<file path="config.mk">
export PLATFORM = sky130hd
export DESIGN_NAME = spi_slave
export DESIGN_NICKNAME = d
export VERILOG_FILES = /design/src/rtl/spi_pkg.sv /design/src/rtl/spi_sync_edge.sv /design/src/rtl/spi_slave.sv
export SDC_FILE = /design/constraint.sdc
export NUM_CORES = 1
export LEC_CHECK = 0
export BUFFER_PORTS_ARGS = -buffer_cell sky130_fd_sc_hd__buf_2
export CELL_PAD_IN_SITES_DETAIL_PLACEMENT = 1
export CELL_PAD_IN_SITES_GLOBAL_PLACEMENT = 1
export CORE_UTILIZATION = 41
export CTS_BUF_LIST = sky130_fd_sc_hd__clkbuf_16
export DETAILED_ROUTE_END_ITERATION = 10
export GPL_TIMING_DRIVEN = 1
export PLACE_DENSITY = 0.83
export SLEW_MARGIN = 40
export SYNTH_ARGS = -nofsm -noshare
export SYNTH_HDL_FRONTEND = slang
export SYNTH_HIERARCHICAL = 1
export SYNTH_SLANG_ARGS = --single-unit
export TNS_END_PERCENT = 20
</file>
<file path="constraint.sdc">
create_clock -name clk -period 1.8 [get_ports clk]
set_clock_uncertainty 0.15 [all_clocks]
set_input_delay 0.45 -clock clk [delete_from_list [all_inputs] [get_ports clk]]
set_output_delay 0.45 -clock clk [all_outputs]
set_load 0.02 [all_outputs]
</file>
<file path="src/rtl/spi_pkg.sv">
// Shared SPI definitions: frame defaults, mode-0 clocking constants and the
// responder FSM state encoding.
package spi_pkg;

    localparam int unsigned SPI_WIDTH_DEFAULT     = 8;
    localparam logic [7:0]  SPI_IDLE_FILL_DEFAULT = 8'hFF;

    // Mode 0: sclk idles low, data sampled on the leading edge
    localparam logic SPI_CPOL = 1'b0;
    localparam logic SPI_CPHA = 1'b0;

    typedef enum logic [1:0] {
        ST_IDLE  = 2'd0,
        ST_LOAD  = 2'd1,
        ST_SHIFT = 2'd2
    } spi_state_e;

endpackage

</file>
<file path="src/rtl/spi_sync_edge.sv">
// Multi-flop synchroniser for an asynchronous pin, with rise/fall pulses
// derived from the synchronised level and one extra delay flop.
module spi_sync_edge #(
    parameter int unsigned SYNC_STAGES = 2,
    parameter logic        RST_VAL     = 1'b0
) (
    input  logic clk,
    input  logic rst,
    input  logic din,
    output logic sync_o,
    output logic rise_c,
    output logic fall_c
);

    logic [SYNC_STAGES-1:0] sync_q, sync_d;
    logic                   prev_q, prev_d;

    always_comb begin
        sync_d = {sync_q[SYNC_STAGES-2:0], din};
        prev_d = sync_q[SYNC_STAGES-1];
    end

    always_ff @(posedge clk or posedge rst) begin
        if (rst) begin
            sync_q <= {SYNC_STAGES{RST_VAL}};
            prev_q <= RST_VAL;
        end else begin
            sync_q <= sync_d;
            prev_q <= prev_d;
        end
    end

    assign sync_o = sync_q[SYNC_STAGES-1];
    assign rise_c = sync_o & ~prev_q;
    assign fall_c = ~sync_o & prev_q;

endmodule

</file>
<file path="src/rtl/spi_slave.sv">
// SPI mode-0 responder oversampled in the clk domain. Optional sticky
// overrun/underrun flags are built when SPI_SLAVE_STATUS_EN is defined.
module spi_slave
    import spi_pkg::*;
#(
    parameter int unsigned       WIDTH       = SPI_WIDTH_DEFAULT,
    parameter int unsigned       SYNC_STAGES = 2,
    parameter logic [WIDTH-1:0]  IDLE_FILL   = WIDTH'(SPI_IDLE_FILL_DEFAULT)
) (
    input  logic             clk,
    input  logic             rst,
    input  logic             sclk,
    input  logic             cs_n,
    input  logic             mosi,
    output logic             miso,
    output logic             miso_oe,
    input  logic [WIDTH-1:0] tx_data,
    input  logic             tx_wr,
    output logic             tx_ready,
    output logic [WIDTH-1:0] rx_data,
`ifdef SPI_SLAVE_STATUS_EN
    output logic             overrun,
    output logic             underrun,
`endif
    output logic             rx_valid
);

    localparam int unsigned CNT_W = (WIDTH > 2) ? $clog2(WIDTH) : 1;

    logic sclk_rise, sclk_fall, cs_rise, cs_fall, mosi_sync;
    logic unused_sclk_lvl, unused_cs_lvl, unused_mosi_rise, unused_mosi_fall;
    logic lead_c, trail_c, sample_c, shift_c;

    spi_sync_edge #(.SYNC_STAGES(SYNC_STAGES), .RST_VAL(SPI_CPOL)) u_sclk_sync (
        .clk(clk), .rst(rst), .din(sclk),
        .sync_o(unused_sclk_lvl), .rise_c(sclk_rise), .fall_c(sclk_fall)
    );

    spi_sync_edge #(.SYNC_STAGES(SYNC_STAGES), .RST_VAL(1'b1)) u_cs_sync (
        .clk(clk), .rst(rst), .din(cs_n),
        .sync_o(unused_cs_lvl), .rise_c(cs_rise), .fall_c(cs_fall)
    );

    spi_sync_edge #(.SYNC_STAGES(SYNC_STAGES), .RST_VAL(1'b0)) u_mosi_sync (
        .clk(clk), .rst(rst), .din(mosi),
        .sync_o(mosi_sync), .rise_c(unused_mosi_rise), .fall_c(unused_mosi_fall)
    );

    // Map physical sclk edges onto sample/shift events for the configured mode
    assign lead_c   = SPI_CPOL ? sclk_fall : sclk_rise;
    assign trail_c  = SPI_CPOL ? sclk_rise : sclk_fall;
    assign sample_c = SPI_CPHA ? trail_c : lead_c;
    assign shift_c  = SPI_CPHA ? lead_c : trail_c;

    spi_state_e       state_q, state_d;
    logic [CNT_W-1:0] bit_cnt_q, bit_cnt_d;
    logic [WIDTH-1:0] rx_shift_q, rx_shift_d;
    logic [WIDTH-1:0] tx_shift_q, tx_shift_d;
    logic [WIDTH-1:0] hold_q, hold_d;
    logic [WIDTH-1:0] rx_data_q, rx_data_d;
    logic             tx_ready_q, tx_ready_d;
    logic             miso_q, miso_d;
    logic             miso_oe_q, miso_oe_d;
    logic             rx_valid_q, rx_valid_d;
    logic             reload_q, reload_d;
    logic             do_load, miso_upd;
`ifdef SPI_SLAVE_STATUS_EN
    logic             overrun_q, overrun_d;
    logic             underrun_q, underrun_d;
`endif

    always_comb begin
        state_d    = state_q;
        bit_cnt_d  = bit_cnt_q;
        rx_shift_d = rx_shift_q;
        tx_shift_d = tx_shift_q;
        hold_d     = hold_q;
        rx_data_d  = rx_data_q;
        tx_ready_d = tx_ready_q;
        miso_d     = miso_q;
        miso_oe_d  = miso_oe_q;
        rx_valid_d = 1'b0;
        reload_d   = reload_q;
        do_load    = 1'b0;
        miso_upd   = 1'b0;
`ifdef SPI_SLAVE_STATUS_EN
        overrun_d  = overrun_q;
        underrun_d = underrun_q;
`endif

        if (cs_rise) begin
            // Deselect discards any partial frame but keeps the holding buffer
            state_d    = ST_IDLE;
            bit_cnt_d  = '0;
            rx_shift_d = '0;
            miso_d     = 1'b0;
            miso_oe_d  = 1'b0;
            reload_d   = 1'b0;
        end else begin
            case (state_q)
                ST_IDLE: begin
                    if (cs_fall) begin
                        state_d = ST_LOAD;
                    end
                end
                ST_LOAD: begin
                    do_load   = 1'b1;
                    bit_cnt_d = '0;
                    reload_d  = 1'b0;
                    miso_oe_d = 1'b1;
                    state_d   = ST_SHIFT;
                end
                ST_SHIFT: begin
                    if (sample_c) begin
                        rx_shift_d = {rx_shift_q[WIDTH-2:0], mosi_sync};
                        if (bit_cnt_q == CNT_W'(WIDTH - 1)) begin
                            bit_cnt_d  = '0;
                            rx_data_d  = rx_shift_d;
                            rx_valid_d = 1'b1;
                            reload_d   = 1'b1;
                        end else begin
                            bit_cnt_d = bit_cnt_q + CNT_W'(1);
                        end
                    end else if (shift_c) begin
                        // First shift edge after a completed frame reloads instead
                        if (reload_q) begin
                            do_load  = 1'b1;
                            reload_d = 1'b0;
                        end else begin
                            tx_shift_d = {tx_shift_q[WIDTH-2:0], 1'b0};
                            miso_upd   = 1'b1;
                        end
                    end
                end
                default: state_d = ST_IDLE;
            endcase
        end

        if (do_load) begin
            if (!tx_ready_q) begin
                tx_shift_d = hold_q;
                tx_ready_d = 1'b1;
            end else begin
                tx_shift_d = IDLE_FILL;
`ifdef SPI_SLAVE_STATUS_EN
                underrun_d = 1'b1;
`endif
            end
            miso_upd = 1'b1;
        end

        if (miso_upd) begin
            miso_d = tx_shift_d[WIDTH-1];
        end

        // A write landing on the load that empties the buffer is accepted
        if (tx_wr) begin
            if (tx_ready_d) begin
                hold_d     = tx_data;
                tx_ready_d = 1'b0;
            end else begin
`ifdef SPI_SLAVE_STATUS_EN
                overrun_d = 1'b1;
`endif
            end
        end
    end

    always_ff @(posedge clk or posedge rst) begin
        if (rst) begin
            state_q    <= ST_IDLE;
            bit_cnt_q  <= '0;
            rx_shift_q <= '0;
            tx_shift_q <= '0;
            hold_q     <= '0;
            rx_data_q  <= '0;
            tx_ready_q <= 1'b1;
            miso_q     <= 1'b0;
            miso_oe_q  <= 1'b0;
            rx_valid_q <= 1'b0;
            reload_q   <= 1'b0;
`ifdef SPI_SLAVE_STATUS_EN
            overrun_q  <= 1'b0;
            underrun_q <= 1'b0;
`endif
        end else begin
            state_q    <= state_d;
            bit_cnt_q  <= bit_cnt_d;
            rx_shift_q <= rx_shift_d;
            tx_shift_q <= tx_shift_d;
            hold_q     <= hold_d;
            rx_data_q  <= rx_data_d;
            tx_ready_q <= tx_ready_d;
            miso_q     <= miso_d;
            miso_oe_q  <= miso_oe_d;
            rx_valid_q <= rx_valid_d;
            reload_q   <= reload_d;
`ifdef SPI_SLAVE_STATUS_EN
            overrun_q  <= overrun_d;
            underrun_q <= underrun_d;
`endif
        end
    end

    assign miso     = miso_q;
    assign miso_oe  = miso_oe_q;
    assign tx_ready = tx_ready_q;
    assign rx_data  = rx_data_q;
    assign rx_valid = rx_valid_q;
`ifdef SPI_SLAVE_STATUS_EN
    assign overrun  = overrun_q;
    assign underrun = underrun_q;
`endif

endmodule
</file>
Word-level counts from Yosys, hierarchy flattened
Index checks and enable logic that the tools add are counted.
{"block": "classes", "bitwise": 9, "n_eq_ne": 11, "add_sub_neg": 1, "n_reduce_logical": 15, "mux": 43}
{"cell": "2-to-1 mux 8 bit", "count": 7}
{"cell": "2-to-1 mux 1 bit", "count": 24}
{"cell": "2-to-1 mux 7 bit", "count": 3}
{"cell": "nonzero test 2 bit", "count": 6}
{"cell": "2-to-1 mux 3 bit", "count": 3}
{"cell": "inequality test 4 bit (second input constant)", "count": 2}
{"cell": "AND reduction 2 bit", "count": 4}
{"cell": "inequality test 2 x 1 -> 1 bit (second input constant)", "count": 3}
{"cell": "inequality test 3 bit (second input constant)", "count": 2}
{"cell": "one-hot mux 2 bit (3 select lines)", "count": 1}
{"cell": "one-hot mux 3 bit (2 select lines)", "count": 1}
{"cell": "NOT 1 bit", "count": 5}
{"cell": "AND reduction 5 bit", "count": 1}
{"cell": "bitwise AND 1 bit", "count": 4}
{"cell": "2-to-1 mux 2 bit", "count": 2}
{"cell": "one-hot mux 1 bit (2 select lines)", "count": 2}
{"cell": "AND reduction 4 bit", "count": 1}
{"cell": "adder 3 x 1 -> 3 bit (second input constant)", "count": 1}
{"cell": "== test 3 bit (second input constant)", "count": 1}
{"cell": "AND reduction 3 bit", "count": 1}
{"cell": "nonzero test 3 bit", "count": 1}
{"cell": "== test 2 x 1 -> 1 bit (second input constant)", "count": 1}
{"cell": "== test 2 bit (second input constant)", "count": 1}
{"cell": "logical NOT 2 bit", "count": 1}
{"cell": "inequality test 2 bit (second input constant)", "count": 1}
{"block": "totals", "output_inout_bits": 12, "reg_bits": 49, "in_bits": 14, "wordCells": 96}

Longest topological paths before layout
{"block": "logic_depth", "depth_word": 8, "mapped_depth": 7, "mapped_depth_nobuf": 6}

Cells and area by module
The synthesis kept the hierarchy.
{"mod": "spi_slave", "area_each_um2": 1764.2, "n_inst": 1, "cells_each": 151, "seq_area_each_um2": 1002.2}
{"mod": "spi_sync_edge (u_mosi_sync ...)", "area_each_um2": 93.8, "n_inst": 2, "cells_each": 6, "seq_area_each_um2": 75.1}
{"mod": "spi_sync_edge (u_cs_sync)", "area_each_um2": 97.6, "n_inst": 1, "cells_each": 6, "seq_area_each_um2": 78.8}

Worst setup path before layout
OpenSTA, ideal clock, no wires.
{"block": "synth_path", "path_type": "flip-flop to flip-flop", "start": "reg u_cs_sync.prev_q", "end": "reg miso_q, in the netlist miso", "required_time_ns": 1.524, "synth_period_minus_slack_ns": 1.922, "setup_ns": 0.126, "path_slack_ns": -0.122, "n_path_buf": 2, "stages_incl_launch_ff": 7, "arrival_ns": 1.646, "path_cell_list": "dfstp_2 nor2b_1 buf_6 or4_4 buf_6 and3b_1 o32a_1"}
{"block": "synth_via", "elab_chain_cells": 5, "elab_cells_between_ends": 9, "cone_classes": "6 x mux; 2 x bitwise; 1 x reduce/logical"}
{"element": "start: declaration", "line": "spi_sync_edge.sv:16", "source": "logic prev_q, prev_d;"}
{"element": "start signal: assignment", "line": "spi_sync_edge.sv:29", "source": "prev_q <= prev_d;"}
{"element": "NOT 1 bit (*)", "line": "spi_sync_edge.sv:34", "source": "assign rise_c = sync_o & ~prev_q;"}
{"element": "bitwise AND 1 bit (*)", "line": "spi_sync_edge.sv:34"}
{"element": "via cs_rise", "line": "spi_slave.sv:30", "source": "logic sclk_rise, sclk_fall, cs_rise, cs_fall, mosi_sync;"}
{"element": "2-to-1 mux 8 bit / 2-to-1 mux 1 bit (equally long branches)", "line": "spi_slave.sv:91", "source": "if (cs_rise) begin"}
{"element": "2-to-1 mux 8 bit / 2-to-1 mux 1 bit (equally long branches)", "line": "spi_slave.sv:139", "source": "if (do_load) begin"}
{"element": "2-to-1 mux 1 bit / nonzero test 2 bit (equally long branches)"}
{"element": "end signal: assignment", "line": "spi_slave.sv:194", "source": "miso_q <= miso_d;"}
{"element": "end: declaration", "line": "spi_slave.sv:62", "source": "logic miso_q, miso_d;"}
The timed path passes the listed nets; every way through them passes the cells marked *. The select of a mux whose other input is x is not followed.
A chain may end at the register's enable or synchronous reset.

Worst setup path after layout
{"block": "layout_path", "start": "reg state_q[0]", "end": "reg tx_shift_q[5]"}
{"block": "layout_via", "elab_chain_cells": 5, "elab_cells_between_ends": 11, "cone_classes": "5 x eq/ne; 3 x mux; 3 x reduce/logical"}
{"element": "start: declaration", "line": "spi_slave.sv:55", "source": "spi_state_e state_q, state_d;"}
{"element": "start signal: assignment", "line": "spi_slave.sv:187", "source": "state_q <= state_d;"}
{"element": "== test 2 bit / == test 2 x 1 -> 1 bit (equally long branches)", "line": "spi_slave.sv:100", "source": "case (state_q)"}
{"element": "one-hot mux 1 bit (2 select lines)", "line": "spi_slave.sv:100"}
{"element": "2-to-1 mux 1 bit", "line": "spi_slave.sv:91"}
{"element": "inequality test 2 x 1 -> 1 bit (no source line) / nonzero test 2 bit (equally long branches)"}
{"element": "AND reduction 5 bit (no source line)"}
{"element": "end signal: assignment", "line": "spi_slave.sv:190", "source": "tx_shift_q <= tx_shift_d;"}
{"element": "end: declaration", "line": "spi_slave.sv:58", "source": "logic [WIDTH-1:0] tx_shift_q, tx_shift_d;"}
Several ways; a longest one is shown, not always the timed one.

==> results.md <==
* Clock network power share at 28.4%
* Core area at 4720 sq um
* Mean Syn Cell Area at 12.1 sq um
* Pleak at 1.40 nW
* Pint at 0.00258 W
* Reg-to-Reg Start: state_q[0]
* Worst-Margin Slew at 0.418 ns
* H-tree levels at 2
* FMAX at 0.504 GHz
* DR pass1 iterations at 4
* Starting Density at 42.5%
* Combinational share of power at 30.4%
* Worst EP required at 1.88 ns
* Crit-path cells: inv_2, ha_4, nand2_4, or4_4, buf_12, mux2i_4, a21oi_2
* DRC at 0
* R2R setup slack at -0.18 ns
* Final WS setup at -0.184 ns
* Final slew viol count at 0
* Initial antenna violation count at 0
* Post-Route WL at 5150 um
* Switching pwr at 0.00115 W
* Share of post-route cells with drive strength above 1 at 45.2%
* Ports at 26
* MaxCap Viol Count at 0
* Total grt overflow at 0
* Final non-filler cell area at 2710 sq um
* DR vias/cell at 5.01
* Slew HR at 71.7%
* Post-route ant nets at 0
* Grt peak-use layer: met2
* Vias at 1432
* Initial drt markers at 82
* Clock sink total at 48
* DP Wirelength at 3120 um
* Sw frac at 30.7%
* Largest net degree at the start of global routing at 22
* Tot Pwr at 0.00373 W
* Yosys Warn Count at 6
* Seq pwr share at 41.2%
* Clock slew at reported path FFs at 0.07 ns
* Mapped Cells at 166
* Synthesized area at 2010 sq um
* GR Util met3 at 4.03%
* Post-synth net total at 186
* Fin Hold WS at 0.0989 ns
* Crit path to: tx_shift_q[5]
* Fill cells at 479
* Final worst-path cycle share at 110%
* Placed Area at 2320 sq um
* Wirelength per Cell at 18.0 um
* Layout Nets at 238
* GRT met1 Usage at 25.0%
* Worst EP arrival at 2.06 ns
* Met2 usage at 39.7%
* Min cycle time layout at 1.98 ns
* Critical Path End Type: flip-flop
* Reg2reg end: tx_shift_q[5]
* Worst setup SP type: flip-flop
* Power per cell area at 1380 nW/um^2
* Peak fanout along the critical path at 8
* Row cnt at 25
* Clk_lat worst skew at 0.29 ns
* Final Util at 57.3%
* Area Growth Syn to Fin at 34.6%
* Die width at 72.0 um
* First-pass GRT wire length at 8280 um
* PortBufs at 25
* Outcome: finished, violations left
* CTS tree: yes
* Failing checks: negative setup slack
* Vias in the first global route at 1610
* CTS root buf: clkbuf_16
* Final TNS setup at -2.73 ns
* Max VDD drop at 0.000910 V
* Final Hold Viols at 0
* Setup CP Type: flip-flop to flip-flop
* Antenna Diode Count at 0
* DIE AREA at 5180 sq um
* RSZ-0062 raised after global routing: true
* HP Class: input port to flip-flop
* Critical Path Source: state_q[0]
* Final setup viols at 25
* Longest Clk Path Bufs at 2
* R2R cell count at 7
* Placer congestion estimate at 0.780
* Tot GR Track Use at 21.9%
* Slowest cell on crit path: or4_4
* CTS Buf Count at 5
* Chip height at 72.0 um
* Critical path's largest stage delay at 0.56 ns
[power groups by stage]
stage	Clock [W]	Combinational, W	Sequential, W
after floorplan	0	0.000549	0.00147
after CTS	0.00106	0.00102	0.00150
after global placement	0	0.000789	0.00148
after detailed placement	0	0.000843	0.00151
final	0.00106	0.00113	0.00154
after global routing	0.00111	0.00123	0.00156
[how the worst min path moves through the flow]
stage          depth (start not counted)  slack (ns)  startpoint               endpoint
6_report                               1         0.1        cs_n    u_cs_sync/sync_q[0]
5_1_grt                                1        0.09        cs_n    u_cs_sync/sync_q[0]
4_1_cts                                1         0.1        cs_n    u_cs_sync/sync_q[0]
3_5_place_dp                           2        0.19         rst  u_mosi_sync/sync_q[0]
3_3_place_gp                           2        0.19         rst  u_mosi_sync/sync_q[0]
2_1_floorplan                          1        0.04         rst  u_mosi_sync/sync_q[0]
[flip-flops by register name, summed over array words and instances (netlist names), 2 cells and up]
register and flops:
tx_shift_q 7, u_cs_sync/sync_q 2, rx_data 8, rx_shift_q 7, u_sclk_sync/sync_q 2, state_q 2
bit_cnt_q 3, u_mosi_sync/sync_q 2, hold_q 8
[layer usage]
metal	wire, um	up-vias
met2	2700	28
met1	2170	733
met4	139	0
met3	137	13
met5	0	-
li1	-	658
[per-stage QoR]
stage	std cells	worst slack, ns
after floorplan	166	-0.115
after global placement	267	-0.122
after detailed placement	267	-0.185
after CTS	282	-0.179
after global routing	286	-0.246
final	286	-0.184
[cell usage in the layout (no fill, tap or decap), types with 4 or more instances in the layout]
cell type and n:
dfrtp_1 44, buf_2 24, buf_4 21, nand2_1 15, a21oi_1 12, nor2_1 11, inv_1 9, mux2_4 8
mux2_2 8, nor3_1 7, mux2i_1 6, ha_1 5, clkbuf_16 5, dfstp_2 4
[layout make-up]
| type | count | area, sq um | share of cell area [%] |
|---|---|---|---|
| clock buffers | 5 | 125 | 4.63 |
| multi-input cells | 101 | 832 | 30.8 |
| clock inverters | 3 | 38.8 | 1.43 |
| repair buffers | 52 | 382 | 14.1 |
| flip-flops and latches | 48 | 1210 | 44.6 |
| well taps | 67 | 83.8 | 3.10 |
| inverters | 10 | 37.5 | 1.39 |
[critical path: cells and delay by family, from the launching register on]
| kind | cells | cell delay [ns] |
|---|---|---|
| fa+ha+maj | 1 | 0.17 |
| simple gates | 2 | 0.61 |
| flops | 1 | 0.40 |
| compound gates | 1 | 0.12 |
| mux | 1 | 0.18 |
| buf+inv | 2 | 0.27 |
[what timing repair did]
action / in CTS / in global routing
endpoints found under the hold margin: 5 / 0
hold buffers: 1 / 0
gates resized for setup: 13 / 17
setup buffers: 6 / 4
setup endpoints to repair: 25 / 29
pin swaps: 10 / 7
Note: power is estimated with default switching activity, not from simulation.
